### src/rtl/arbiter_requester.sv
// Requester-side agent for the 4-way arbiter request/grant protocol.
// Define ARB_REQ_TIMEOUT_EN to enable the REQ timeout and starve flags.
module arbiter_requester #(
    parameter int LEN_W    = 4,
    parameter int WAIT_W   = 8,
    parameter int MAX_WAIT = 64
) (
    input  logic                 clk,
    input  logic                 reset,
    input  logic [3:0]           start,
    input  logic [4*LEN_W-1:0]   len,
    output logic                 ra,
    output logic                 rb,
    output logic                 rc,
    output logic                 rd,
    input  logic                 ga,
    input  logic                 gb,
    input  logic                 gc,
    input  logic                 gd,
    output logic [3:0]           busy,
    output logic [3:0]           done,
    output logic                 proto_err,
    output logic [WAIT_W-1:0]    max_wait,
    output logic [3:0]           starve
);

    localparam logic [1:0] IDLE = 2'd0;
    localparam logic [1:0] REQ  = 2'd1;
    localparam logic [1:0] OWN  = 2'd2;
    localparam logic [1:0] REL  = 2'd3;

    localparam logic [LEN_W-1:0]  LEN_ONE = LEN_W'(1);
    localparam logic [WAIT_W-1:0] WAIT_SAT = '1;

    logic [3:0]              g;
    logic [3:0]              r_q;
    logic [3:0]              r_n;
    logic [3:0]              busy_n;
    logic [3:0]              done_n;
    logic                    multi;
    logic                    err_n;
    logic [WAIT_W-1:0]       mw_n;
    logic [LEN_W-1:0]        li;

    logic [3:0][1:0]         st;
    logic [3:0][1:0]         st_n;
    logic [3:0][LEN_W-1:0]   rem;
    logic [3:0][LEN_W-1:0]   rem_n;
    logic [3:0][WAIT_W-1:0]  wt;
    logic [3:0][WAIT_W-1:0]  wt_n;

`ifdef ARB_REQ_TIMEOUT_EN
    localparam logic [WAIT_W-1:0] TMO = WAIT_W'(MAX_WAIT - 1);
    logic [3:0] stv_q;
    logic [3:0] stv_n;
`endif

    assign g = {gd, gc, gb, ga};
    assign {rd, rc, rb, ra} = r_q;
    assign multi = (g & (g - 4'd1)) != 4'd0;

    always_comb begin
        err_n  = proto_err | multi;
        mw_n   = max_wait;
        st_n   = st;
        rem_n  = rem;
        wt_n   = wt;
        done_n = '0;
        r_n    = '0;
        busy_n = '0;
        li     = '0;
`ifdef ARB_REQ_TIMEOUT_EN
        stv_n  = stv_q;
`endif
        for (int i = 0; i < 4; i++) begin
            li = len[i*LEN_W +: LEN_W];
            unique case (st[i])
                IDLE: begin
                    if (g[i]) err_n = 1'b1;
                    if (start[i]) begin
                        st_n[i]  = REQ;
                        rem_n[i] = (li == '0) ? LEN_ONE : li;
                        wt_n[i]  = '0;
                    end
                end
                REQ: begin
                    if (g[i]) begin
                        // first granted cycle is also the first tenure cycle
                        if (wt[i] > mw_n) mw_n = wt[i];
                        if (rem[i] == LEN_ONE) begin
                            st_n[i]   = REL;
                            done_n[i] = 1'b1;
                        end else begin
                            st_n[i]  = OWN;
                            rem_n[i] = rem[i] - LEN_ONE;
                        end
                    end else begin
                        if (wt[i] != WAIT_SAT) wt_n[i] = wt[i] + 1'b1;
`ifdef ARB_REQ_TIMEOUT_EN
                        if (wt[i] == TMO) begin
                            st_n[i]  = REL;
                            stv_n[i] = 1'b1;
                        end
`endif
                    end
                end
                OWN: begin
                    if (g[i]) begin
                        if (rem[i] == LEN_ONE) begin
                            st_n[i]   = REL;
                            done_n[i] = 1'b1;
                        end else begin
                            rem_n[i] = rem[i] - LEN_ONE;
                        end
                    end else begin
                        err_n   = 1'b1;
                        st_n[i] = REL;
                    end
                end
                default: st_n[i] = IDLE;
            endcase
            r_n[i]    = (st_n[i] == REQ) || (st_n[i] == OWN);
            busy_n[i] = st_n[i] != IDLE;
        end
    end

    always_ff @(posedge clk) begin
        if (reset) begin
            st        <= '0;
            rem       <= '0;
            wt        <= '0;
            r_q       <= '0;
            busy      <= '0;
            done      <= '0;
            proto_err <= 1'b0;
            max_wait  <= '0;
        end else begin
            st        <= st_n;
            rem       <= rem_n;
            wt        <= wt_n;
            r_q       <= r_n;
            busy      <= busy_n;
            done      <= done_n;
            proto_err <= err_n;
            max_wait  <= mw_n;
        end
    end

`ifdef ARB_REQ_TIMEOUT_EN
    always_ff @(posedge clk) begin
        if (reset) stv_q <= '0;
        else       stv_q <= stv_n;
    end
    assign starve = stv_q;
`else
    assign starve = 4'b0000;
`endif

endmodule

### config.mk
export PLATFORM = sky130hd
export DESIGN_NAME = arbiter_requester
export DESIGN_NICKNAME = d
export VERILOG_FILES = /design/src/rtl/arbiter_requester.sv
export SDC_FILE = /design/constraint.sdc
export NUM_CORES = 1
export LEC_CHECK = 0
export CAP_MARGIN = 20
export CORE_MARGIN = 1.5
export CORE_UTILIZATION = 60
export CTS_BUF_LIST = sky130_fd_sc_hd__clkbuf_4 sky130_fd_sc_hd__clkbuf_8
export CTS_CLUSTER_DIAMETER = 60
export DETAILED_ROUTE_END_ITERATION = 8
export PLACE_DENSITY = 0.94
export SLEW_MARGIN = 20
export SYNTH_ARGS = -nofsm -noshare
export SYNTH_HDL_FRONTEND = slang
export SYNTH_SLANG_ARGS = --single-unit
### constraint.sdc
create_clock -name clk -period 8.3 [get_ports clk]
set_input_delay 0.83 -clock clk [delete_from_list [all_inputs] [get_ports clk]]
set_output_delay 0.83 -clock clk [all_outputs]
set_load 0.01 [all_outputs]
# [After elaboration in Yosys (flattened, before gate mapping)]
# Cells that the tools add are included.
[word_totals] register_bits=77 input_bits=26 out_inout_bits=25 word_cells=216
[classes] add_sub_neg=9 magnitude_cmp=4 n_eq_ne=44 mux=88 n_bitwise=10 n_reduce_logical=41
[ops] operator="2-to-1 mux 8 bit" n=24
[ops] operator="2-to-1 mux 4 bit" n=16
[ops] operator="case mux 8 bit (2 select lines)" n=4
[ops] operator="adder 8 x 1 -> 8 bit (second input constant)" n=4
[ops] operator="greater-than comparator 8 bit" n=4
[ops] operator="2-to-1 mux 2 bit" n=16
[ops] operator="!= test 2 bit (second input constant)" n=16
[ops] operator="!= test 8 bit (second input constant)" n=4
[ops] operator="case mux 4 bit (2 select lines)" n=4
[ops] operator="AND reduction 4 bit" n=8
[ops] operator="case mux 2 bit (3 select lines)" n=4
[ops] operator="nonzero test 2 bit" n=12
[ops] operator="subtractor 4 x 1 -> 4 bit (second input constant)" n=5
[ops] operator="equality test 2 x 1 -> 1 bit (second input constant)" n=8
[ops] operator="equality test 2 bit (second input constant)" n=8
[ops] operator="equality test 4 x 1 -> 1 bit (second input constant)" n=4
[ops] operator="zero test 4 bit" n=4
[ops] operator="2-to-1 mux 1 bit" n=16
[ops] operator="OR reduction 3 bit" n=4
[ops] operator="zero test 2 bit" n=4
[ops] operator="!= test 2 x 1 -> 1 bit (second input constant)" n=4
[ops] operator="inverter 1 bit" n=8
[ops] operator="case mux 1 bit (2 select lines)" n=4
[ops] operator="OR reduction 2 bit" n=4
[ops] operator="other kinds (4)" n=7

# [Longest topological paths before layout]
[depth] ltp_word=16 ltp_mapped=43 ltp_nobuf=36

# [Worst setup path before layout]
# No wires, ideal clock.
[synth_path] path_type="register to register" startpoint="register max_wait[5]" endpoint="register max_wait[6]" setup_time_ns=0.132 arrival_ns=7.341 setup_slack_ns=0.827 path_stages_with_launch=42 n_path_buf=6 synth_period_minus_slack_ns=7.473 path_cell_list="dfxtp_1 -> inv_1 -> ha_1 -> a211oi_1 -> nor2_1 -> o31a_1 -> nand2_1 -> buf_2 -> mux2i_1 -> ha_1 -> a21o_1 -> a221o_1 -> a21oi_1 -> a31oi_1 -> and2_4 -> buf_6 -> mux2i_1 -> inv_1 -> [6 not listed] -> nand3_1 -> o311a_1 -> buf_6 -> or2_1 -> buf_6 -> buf_6 -> mux2i_1 -> ha_1 -> o21a_1 -> o21a_1 -> o21a_1 -> o21a_1 -> o21a_1 -> o21a_1 -> o21a_1 -> clkbuf_1 -> nor4_1 -> a211oi_2"
[synth_between] elab_chain_cells=16
[synth_rtl] element="start: declaration" line_no="23" source="output logic [WAIT_W-1:0] max_wait,"
[synth_rtl] element="start signal: assignment" line_no="145" source="max_wait <= mw_n;"
[synth_rtl] element="greater-than comparator 8 bit" line_no="89" source="if (wt[i] > mw_n) mw_n = wt[i];"
[synth_rtl] element="2-to-1 mux 8 bit" line_no="89"
[synth_rtl] element="2-to-1 mux 8 bit" line_no="87" source="if (g[i]) begin"
[synth_rtl] element="2-to-1 mux 8 bit *" line_no="77" source="unique case (st[i])"
[synth_rtl] element="greater-than comparator 8 bit" line_no="89"
[synth_rtl] element="2-to-1 mux 8 bit" line_no="89"
[synth_rtl] element="2-to-1 mux 8 bit" line_no="87"
[synth_rtl] element="2-to-1 mux 8 bit *" line_no="77"
[synth_rtl] element="greater-than comparator 8 bit" line_no="89"
[synth_rtl] element="2-to-1 mux 8 bit" line_no="89"
[synth_rtl] element="2-to-1 mux 8 bit" line_no="87"
[synth_rtl] element="2-to-1 mux 8 bit *" line_no="77"
[synth_rtl] element="greater-than comparator 8 bit" line_no="89"
[synth_rtl] element="2-to-1 mux 8 bit" line_no="89"
[synth_rtl] element="2-to-1 mux 8 bit" line_no="87"
[synth_rtl] element="2-to-1 mux 8 bit *" line_no="77"
# Mark *: on every way between the ends. The rest lies on a longest branch, timed or not.
# A chain may end at the register's enable or synchronous reset.

# [Worst setup path in the final report]
[layout_path] startpoint="input ga" endpoint="register max_wait[0]"
[layout_between] elab_chain_cells=14
[layout_rtl] element="start: declaration" line_no="16" source="input logic ga,"
[layout_rtl] element="2-to-1 mux 8 bit *" line_no="87"
[layout_rtl] element="2-to-1 mux 8 bit *" line_no="77"
[layout_rtl] element="greater-than comparator 8 bit" line_no="89"
[layout_rtl] element="2-to-1 mux 8 bit" line_no="89"
[layout_rtl] element="2-to-1 mux 8 bit" line_no="87"
[layout_rtl] element="2-to-1 mux 8 bit *" line_no="77"
[layout_rtl] element="greater-than comparator 8 bit" line_no="89"
[layout_rtl] element="2-to-1 mux 8 bit" line_no="89"
[layout_rtl] element="2-to-1 mux 8 bit" line_no="87"
[layout_rtl] element="2-to-1 mux 8 bit *" line_no="77"
[layout_rtl] element="greater-than comparator 8 bit" line_no="89"
[layout_rtl] element="2-to-1 mux 8 bit" line_no="89"
[layout_rtl] element="2-to-1 mux 8 bit" line_no="87"
[layout_rtl] element="2-to-1 mux 8 bit *" line_no="77"
# Marked as above.

==> results.sh <==
export IMPL_dpl_cell_area_sq_um=5764
export IMPL_cp_end_kind="flop"
export IMPL_routabilityCongestion=0.8822
export IMPL_hold_violations=0
export IMPL_die_height_microns=96.71
export IMPL_final_area_sq_um=5972
export IMPL_power_density_nw_per_um2=316.4
export IMPL_cts_tree="done"
export IMPL_cts_hold_buffers=0
export IMPL_layout_drive_gt1_share_pct=5.499
export IMPL_postSynthCellCount=645
export IMPL_ys_warnings_count=0
export IMPL_period_needed_ns=7.830
export IMPL_wire_per_inst_microns=15.81
export IMPL_slew_headroom_pct=33.57
export IMPL_grt_max_degree=58
export IMPL_worst_pin_slew_ns=0.9905
export IMPL_die_w_microns=96.71
export IMPL_fin_ws_ns=0.4700
export IMPL_ant_nets=0
export IMPL_setup_violations=0
export IMPL_maxCapViolCount=0
export IMPL_rsz0062_at_grt="true"
export IMPL_pre_cts_slack_ns=0.2535
export IMPL_synth_edf_count=0
export IMPL_crit_family="compound AO/OA/AOI/OAI gates"
export IMPL_dp_hpwl_microns=9545
export IMPL_critPathKind="in2reg"
export IMPL_ctsResizeCount=0
export IMPL_fmax_mhz=127.7
export IMPL_overflow=0
export IMPL_hold_path_class="reg2reg"
export IMPL_placeableCoreArea_sq_um=8593
export IMPL_crit_buf_inv=3
export IMPL_cp_max_fo=16
export IMPL_vias=4874
export IMPL_viasPerCell=6.100
export IMPL_clockBufferDepth=2
export IMPL_syn_avg_cell_area_sq_um=8.169
export IMPL_first_iter_violations=244
export IMPL_antenna_found_initial=0
export IMPL_cts_setup_buffers=0
export IMPL_finalSetupTns_ns=0
export IMPL_p_leak_nw=2.395
export IMPL_h_tree_depth=3
export IMPL_critical_path_max_stage_delay_ns=0.60
export IMPL_period_share_pct=94.34
export IMPL_path_clk_slew_ns=0.08
export IMPL_total_power_mw=1.890
export IMPL_drv_slew=0
export IMPL_grt_pass1_vias=4733
export IMPL_io_pins=51
export IMPL_grt_pass1_wl_microns=21510
export IMPL_peakVddDrop_mv=0.1510
export IMPL_synth_cell_types=61
export IMPL_wl_microns=12640
export IMPL_cts_root_buffer="clkbuf_8"
export IMPL_num_rows=34
export IMPL_area_growth_pct=13.35
export IMPL_portBuffers=46
export IMPL_firstDrtPassIters=5
export IMPL_fillers=674
export IMPL_grtUsageTotal_pct=27.17
export IMPL_die_area_sq_um=9353
export IMPL_synth_area_sq_um=5269
export IMPL_crit_arrival_ns=8.05
export IMPL_clkLatencyLatePin_ns=0.35
export IMPL_fin_util_pct=69.50
export IMPL_finalNetCount=774
export IMPL_synthTopCellsByArea="dfxtp_1, ha_1, nor2_1, a21oi_1, inv_1"
export IMPL_ys_seq_elements=77
export IMPL_cts_buffers=9
export IMPL_worst_path_max_delay_cell="clkdlybuf4s50_1"
export IMPL_startpoint_type="input pin"
export IMPL_synth_top_flop_cell="dfxtp_1"
export IMPL_crit_top_cell="o21a_1"
export IMPL_status="finished, final reports clean"
export IMPL_drc=0
export IMPL_synthArstFlopShare_pct=0
export IMPL_fin_worst_skew_ns=0.01091
export IMPL_start_util_pct=61.31
export IMPL_netlist_area_leader_share_pct=29.26
export IMPL_cts_sinks=77
export IMPL_required_ns=8.52
export IMPL_seq_area_frac_synth_pct=29.26
export IMPL_synth_largest_area_cell="dfxtp_1"
export IMPL_antenna_cells=0
flip-flops by register name, indices dropped and copies added (netlist names):
name,count
wt,32
rem,16
max_wait,8
st,8
busy,4
done,4
r_q,4
proto_err,1
stage by stage:
step / std cells / hold slack [ns]
2_1_floorplan: 648 / 0.4411
3_3_place_gp: 783 / 0.4539
3_5_place_dp: 783 / 0.4618
4_1_cts: 799 / 0.4729
5_1_grt: 799 / 0.5109
6_report: 799 / 0.4714
Yosys cell counts (2+ instances only):
library cell / n
a211oi_1: 14
a211oi_2: 7
a21o_1: 5
a21oi_1: 46
a221o_1: 2
a22o_1: 7
a22oi_1: 7
a31o_2: 3
a31oi_1: 2
and3_1: 7
and4_1: 3
and4_4: 2
buf_1: 2
buf_2: 4
buf_4: 4
buf_6: 4
clkbuf_1: 9
dfxtp_1: 77
ha_1: 62
inv_1: 51
mux2i_1: 19
nand2_1: 25
nand2b_1: 11
nand3_1: 16
nand4_1: 13
nor2_1: 98
nor2b_1: 11
nor3_1: 15
nor4_1: 8
nor4b_1: 3
nor4bb_1: 2
o21a_1: 11
o21ai_0: 26
o21ai_1: 2
o21bai_1: 16
o22ai_1: 3
o31ai_1: 3
or3_1: 3
xnor2_1: 9
xor2_1: 12
cell type report:
type	count	area, sq um	area share [%]
clock buffers	12	152.6	2.556
clock inverters	4	55.05	0.9219
inverters	51	191.4	3.206
multi-input cells	497	3411	57.11
flip-flops and latches	77	1541	25.81
well taps	108	135.1	2.263
repair buffers	50	485.5	8.129
layer usage:
layer / GRT usage, % / wire length, microns / vias to the layer above
met3: 4.046 / 625 / 37
li1: - / - / 2370
met1: 34.22 / 5561 / 2309
met5: 0 / 0 / -
met4: 9.030 / 359 / 0
met2: 47.50 / 6089 / 158
worst min-delay path: stages (launching register included):
cell and delay [ns]:
dfxtp_1 0.32, nand2_1 0.05, a21oi_1 0.06
report_power, final:
| group | leakage, nW | switching, mW | internal, mW | total [mW] |
|---|---|---|---|---|
| Sequential | 0.628 | 0.0661 | 0.442 | 0.508 |
| Combinational | 1.66 | 0.599 | 0.480 | 1.08 |
| Clock | 0.104 | 0.146 | 0.156 | 0.303 |
| Total | 2.39 | 0.811 | 1.08 | 1.89 |
path summary, 6_finish.rpt:
path / startpoint / to / slack, ns / cells after the start
setup / recovery: ga / max_wait[0]$_SDFF_PP0_ / 0.47 / 34
hold / removal: rem[11]$_SDFFE_PP0P_ / rem[11]$_SDFFE_PP0P_ / 0.47 / 2
setup reg to reg: max_wait[1]$_SDFF_PP0_ / max_wait[0]$_SDFF_PP0_ / 0.52 / 35
hold reg to reg: rem[11]$_SDFFE_PP0P_ / rem[11]$_SDFFE_PP0P_ / 0.47 / 2
cell usage in the layout, fill, tap and decap left out, types with 7 or more instances in the layout:
master / instances
and3_1: 7
nor3_1: 15
nor4_1: 8
a211oi_1: 14
clkbuf_8: 10
o21a_1: 11
o21bai_1: 16
o21ai_0: 26
nor2b_1: 11
a22o_1: 7
nand2_1: 25
dfxtp_1: 77
mux2i_1: 19
nand4_1: 13
inv_1: 51
nand3_1: 16
xnor2_1: 9
nor2_1: 98
xor2_1: 12
a211oi_2: 7
a21oi_1: 46
nand2b_1: 11
clkdlybuf4s50_1: 45
ha_1: 62
a22oi_1: 7
cells by family (layout without fill, tap and decap cells):
kind of cell,count (synthesis),count (layout),share of synthesized area (%)
muxes,21,21,4.084
DFF,77,77,29.26
and+or+nand+nor,223,223,20.76
adders and majority gates,62,62,14.72
buffers and inverters,74,117,6.222
xor gates and xnor gates,21,21,3.491
AOI/OAI and AO/OA,166,166,21.40
other,1,4,0.07117
Note: power is estimated with default switching activity, not from simulation.
==> edit: new RTL, same flow settings <==
Register the output `proto_err` once more, with the module's reset; this adds one clock of latency there. The other outputs are not delayed to match.
--- a/src/rtl/arbiter_requester.sv
+++ b/src/rtl/arbiter_requester.sv
@@ -32,6 +32,8 @@
     localparam logic [LEN_W-1:0]  LEN_ONE = LEN_W'(1);
     localparam logic [WAIT_W-1:0] WAIT_SAT = '1;
 
+    logic proto_err_s0;
+
     logic [3:0]              g;
     logic [3:0]              r_q;
     logic [3:0]              r_n;
@@ -60,7 +62,7 @@
     assign multi = (g & (g - 4'd1)) != 4'd0;
 
     always_comb begin
-        err_n  = proto_err | multi;
+        err_n  = proto_err_s0 | multi;
         mw_n   = max_wait;
         st_n   = st;
         rem_n  = rem;
@@ -132,7 +134,7 @@
             r_q       <= '0;
             busy      <= '0;
             done      <= '0;
-            proto_err <= 1'b0;
+            proto_err_s0 <= 1'b0;
             max_wait  <= '0;
         end else begin
             st        <= st_n;
@@ -141,7 +143,7 @@
             r_q       <= r_n;
             busy      <= busy_n;
             done      <= done_n;
-            proto_err <= err_n;
+            proto_err_s0 <= err_n;
             max_wait  <= mw_n;
         end
     end
@@ -156,5 +158,13 @@
     assign starve = 4'b0000;
 `endif
 
+    always_ff @(posedge clk) begin
+        if (reset) begin
+            proto_err <= '0;
+        end else begin
+            proto_err <= proto_err_s0;
+        end
+    end
+
 endmodule
 
Function: changed (a bounded check fails within 4 cycles, from zero or initial values and one cycle with reset high).
==> edit against the original RTL <==
  * Total power up 5.7%
  * Routed wire length rose by 5.7%
  * Die area is 0.48% higher
  * Final area grew 1.8%
  * Sequential cell count grew 1
  * Setup slack got worse by 72 ps
  * Area after synthesis increased by 0.50%
  * Register-to-register slack lost 70 ps
  * Largest cell class unchanged
  * Highest routed layer unchanged
==> edit: results <==
set metrics [dict create \
    yosys-top-cells-area "dfxtp_1 29%, ha_1 15%, nor2_1 6.9%" \
    cp.arrival_ps 8130 \
    use_met3_pct 5.06 \
    grtUsageMet2_pct 49.9 \
    ys_seq_area_share_pct 29.5 \
    rr_worst_depth 35 \
    relSlewSlack_pct 38.5 \
    hold_path.class "flip-flop to flip-flop" \
    cpMaxStageDelayCell "clkdlybuf4s50_1" \
    htree_levels 3 \
    min_from "rem[11]$_SDFFE_PP0P_" \
    grt_max_degree 59 \
    p_int_mw 1.14 \
    clk_pin_slew_ps 80 \
    crit_fanout 16 \
    r2r-start "max_wait[1]$_SDFF_PP0_" \
    ir_worst_vdd_mv 0.195 \
    crit_type "primary input to flip-flop" \
    finClkSkew_ps 10.5 \
    yosys_warnings 0 \
    power.leakage_nw 2.42 \
    drt-pass1-iter-count 5 \
    clock_latency_ps 360 \
    slowest_delay_ps 610 \
    cts_buffer_depth 2 \
    post_drt_via_cell_ratio 6.21 \
    holdPathEnd "rem[11]$_SDFFE_PP0P_" \
    post_drt_wl_per_cell_um 16.7 \
    synthTopCellsByCount "98 x nor2_1, 78 x dfxtp_1, 62 x ha_1" \
    critical_path.top_delay_family "compound AO/OA/AOI/OAI gates" \
    place.gp.congestion 0.894 \
    grt.total_usage_pct 28.5 \
    setup_ws_ps 398 \
    dp_hpwl_mm 9.74 \
    port_buffers 46 \
    holdPathStages 2 \
    largestRegisters "wt (32), rem (16)" \
    async_reset_ff_share_pct 0 \
    startpoint "ga" \
    numCtsBuffers 9 \
    timing.rr.end "max_wait[2]$_SDFF_PP0_" \
    pre_cts_ws_ps 286 \
    grt_pass1_wl_mm 22.4 \
    final_nets 776 \
    antenna_found_initial 0 \
    reg2reg_slack_ps 450 \
    diodes 0 \
    drtIter0Drc 298 \
    drive_gt1_share_pct 6.93 \
    cts_root_buffer "clkbuf_8" \
    met1_usage_pct 33.1 \
    top_register "wt" \
    outcome "finished clean" \
    grt_pass1_vias 4963 \
    cts_hold_buf 0 \
]
-- edit: metal layers --
layer  vias up  routed length (um)
li1       2381                   -
met1      2353                5440
met2       185                6680
met3        57                 719
met4         0                 513
met5         -                   0
-- edit: power by group through the flow --
| stage | Combinational [mW] | Sequential, mW | Clock, mW |
|---|---|---|---|
| after floorplan | 0.795 | 0.516 | 0 |
| after global placement | 0.999 | 0.516 | 0 |
| after detailed placement | 1.06 | 0.520 | 0 |
| after CTS | 1.08 | 0.512 | 0.342 |
| after global routing | 1.25 | 0.524 | 0.357 |
| final | 1.14 | 0.514 | 0.341 |
-- edit: area by class of cell --
cell class                      instances  area, um^2
Multi-Input combinational cell        498        3470
Fill cell                             632        2550
Sequential cell                        78        1560
Timing Repair Buffer                   50         485
Inverter                               51         191
Clock buffer                           12         165
Tap cell                              108         135
Clock inverter                          4        76.3
-- edit: metrics by stage --
stage	std cells	hold slack, ps	utilization [%]	instance area, um^2
after floorplan	650	433	-	5310
after CTS	801	488	69.8	6030
final	801	489	70.4	6080
after detailed placement	785	472	67.1	5790
after global placement	785	453	67.1	5790
after global routing	801	513	70.4	6080
-- edit: kinds of logic (layout without fill, tap and decap cells) --
kind of cell / count (synthesis) / count (layout) / share of synthesized area, %
AO/OA/AOI/OAI: 166 / 166 / 21.3
XOR/XNOR: 21 / 21 / 3.47
adder cells (fa/ha/maj): 62 / 62 / 14.7
buffers and inverters: 74 / 117 / 6.19
flip-flops: 78 / 78 / 29.5
multiplexers: 21 / 21 / 4.06
other: 1 / 4 / 0.0708
AND/OR/NAND/NOR: 224 / 224 / 20.8
-- edit: timing repair --
action / 4_1_cts / 5_1_grt
endpoints found under the hold margin: 0 / 0
setup endpoints to repair: 0 / 8
resized for setup: 0 / 10
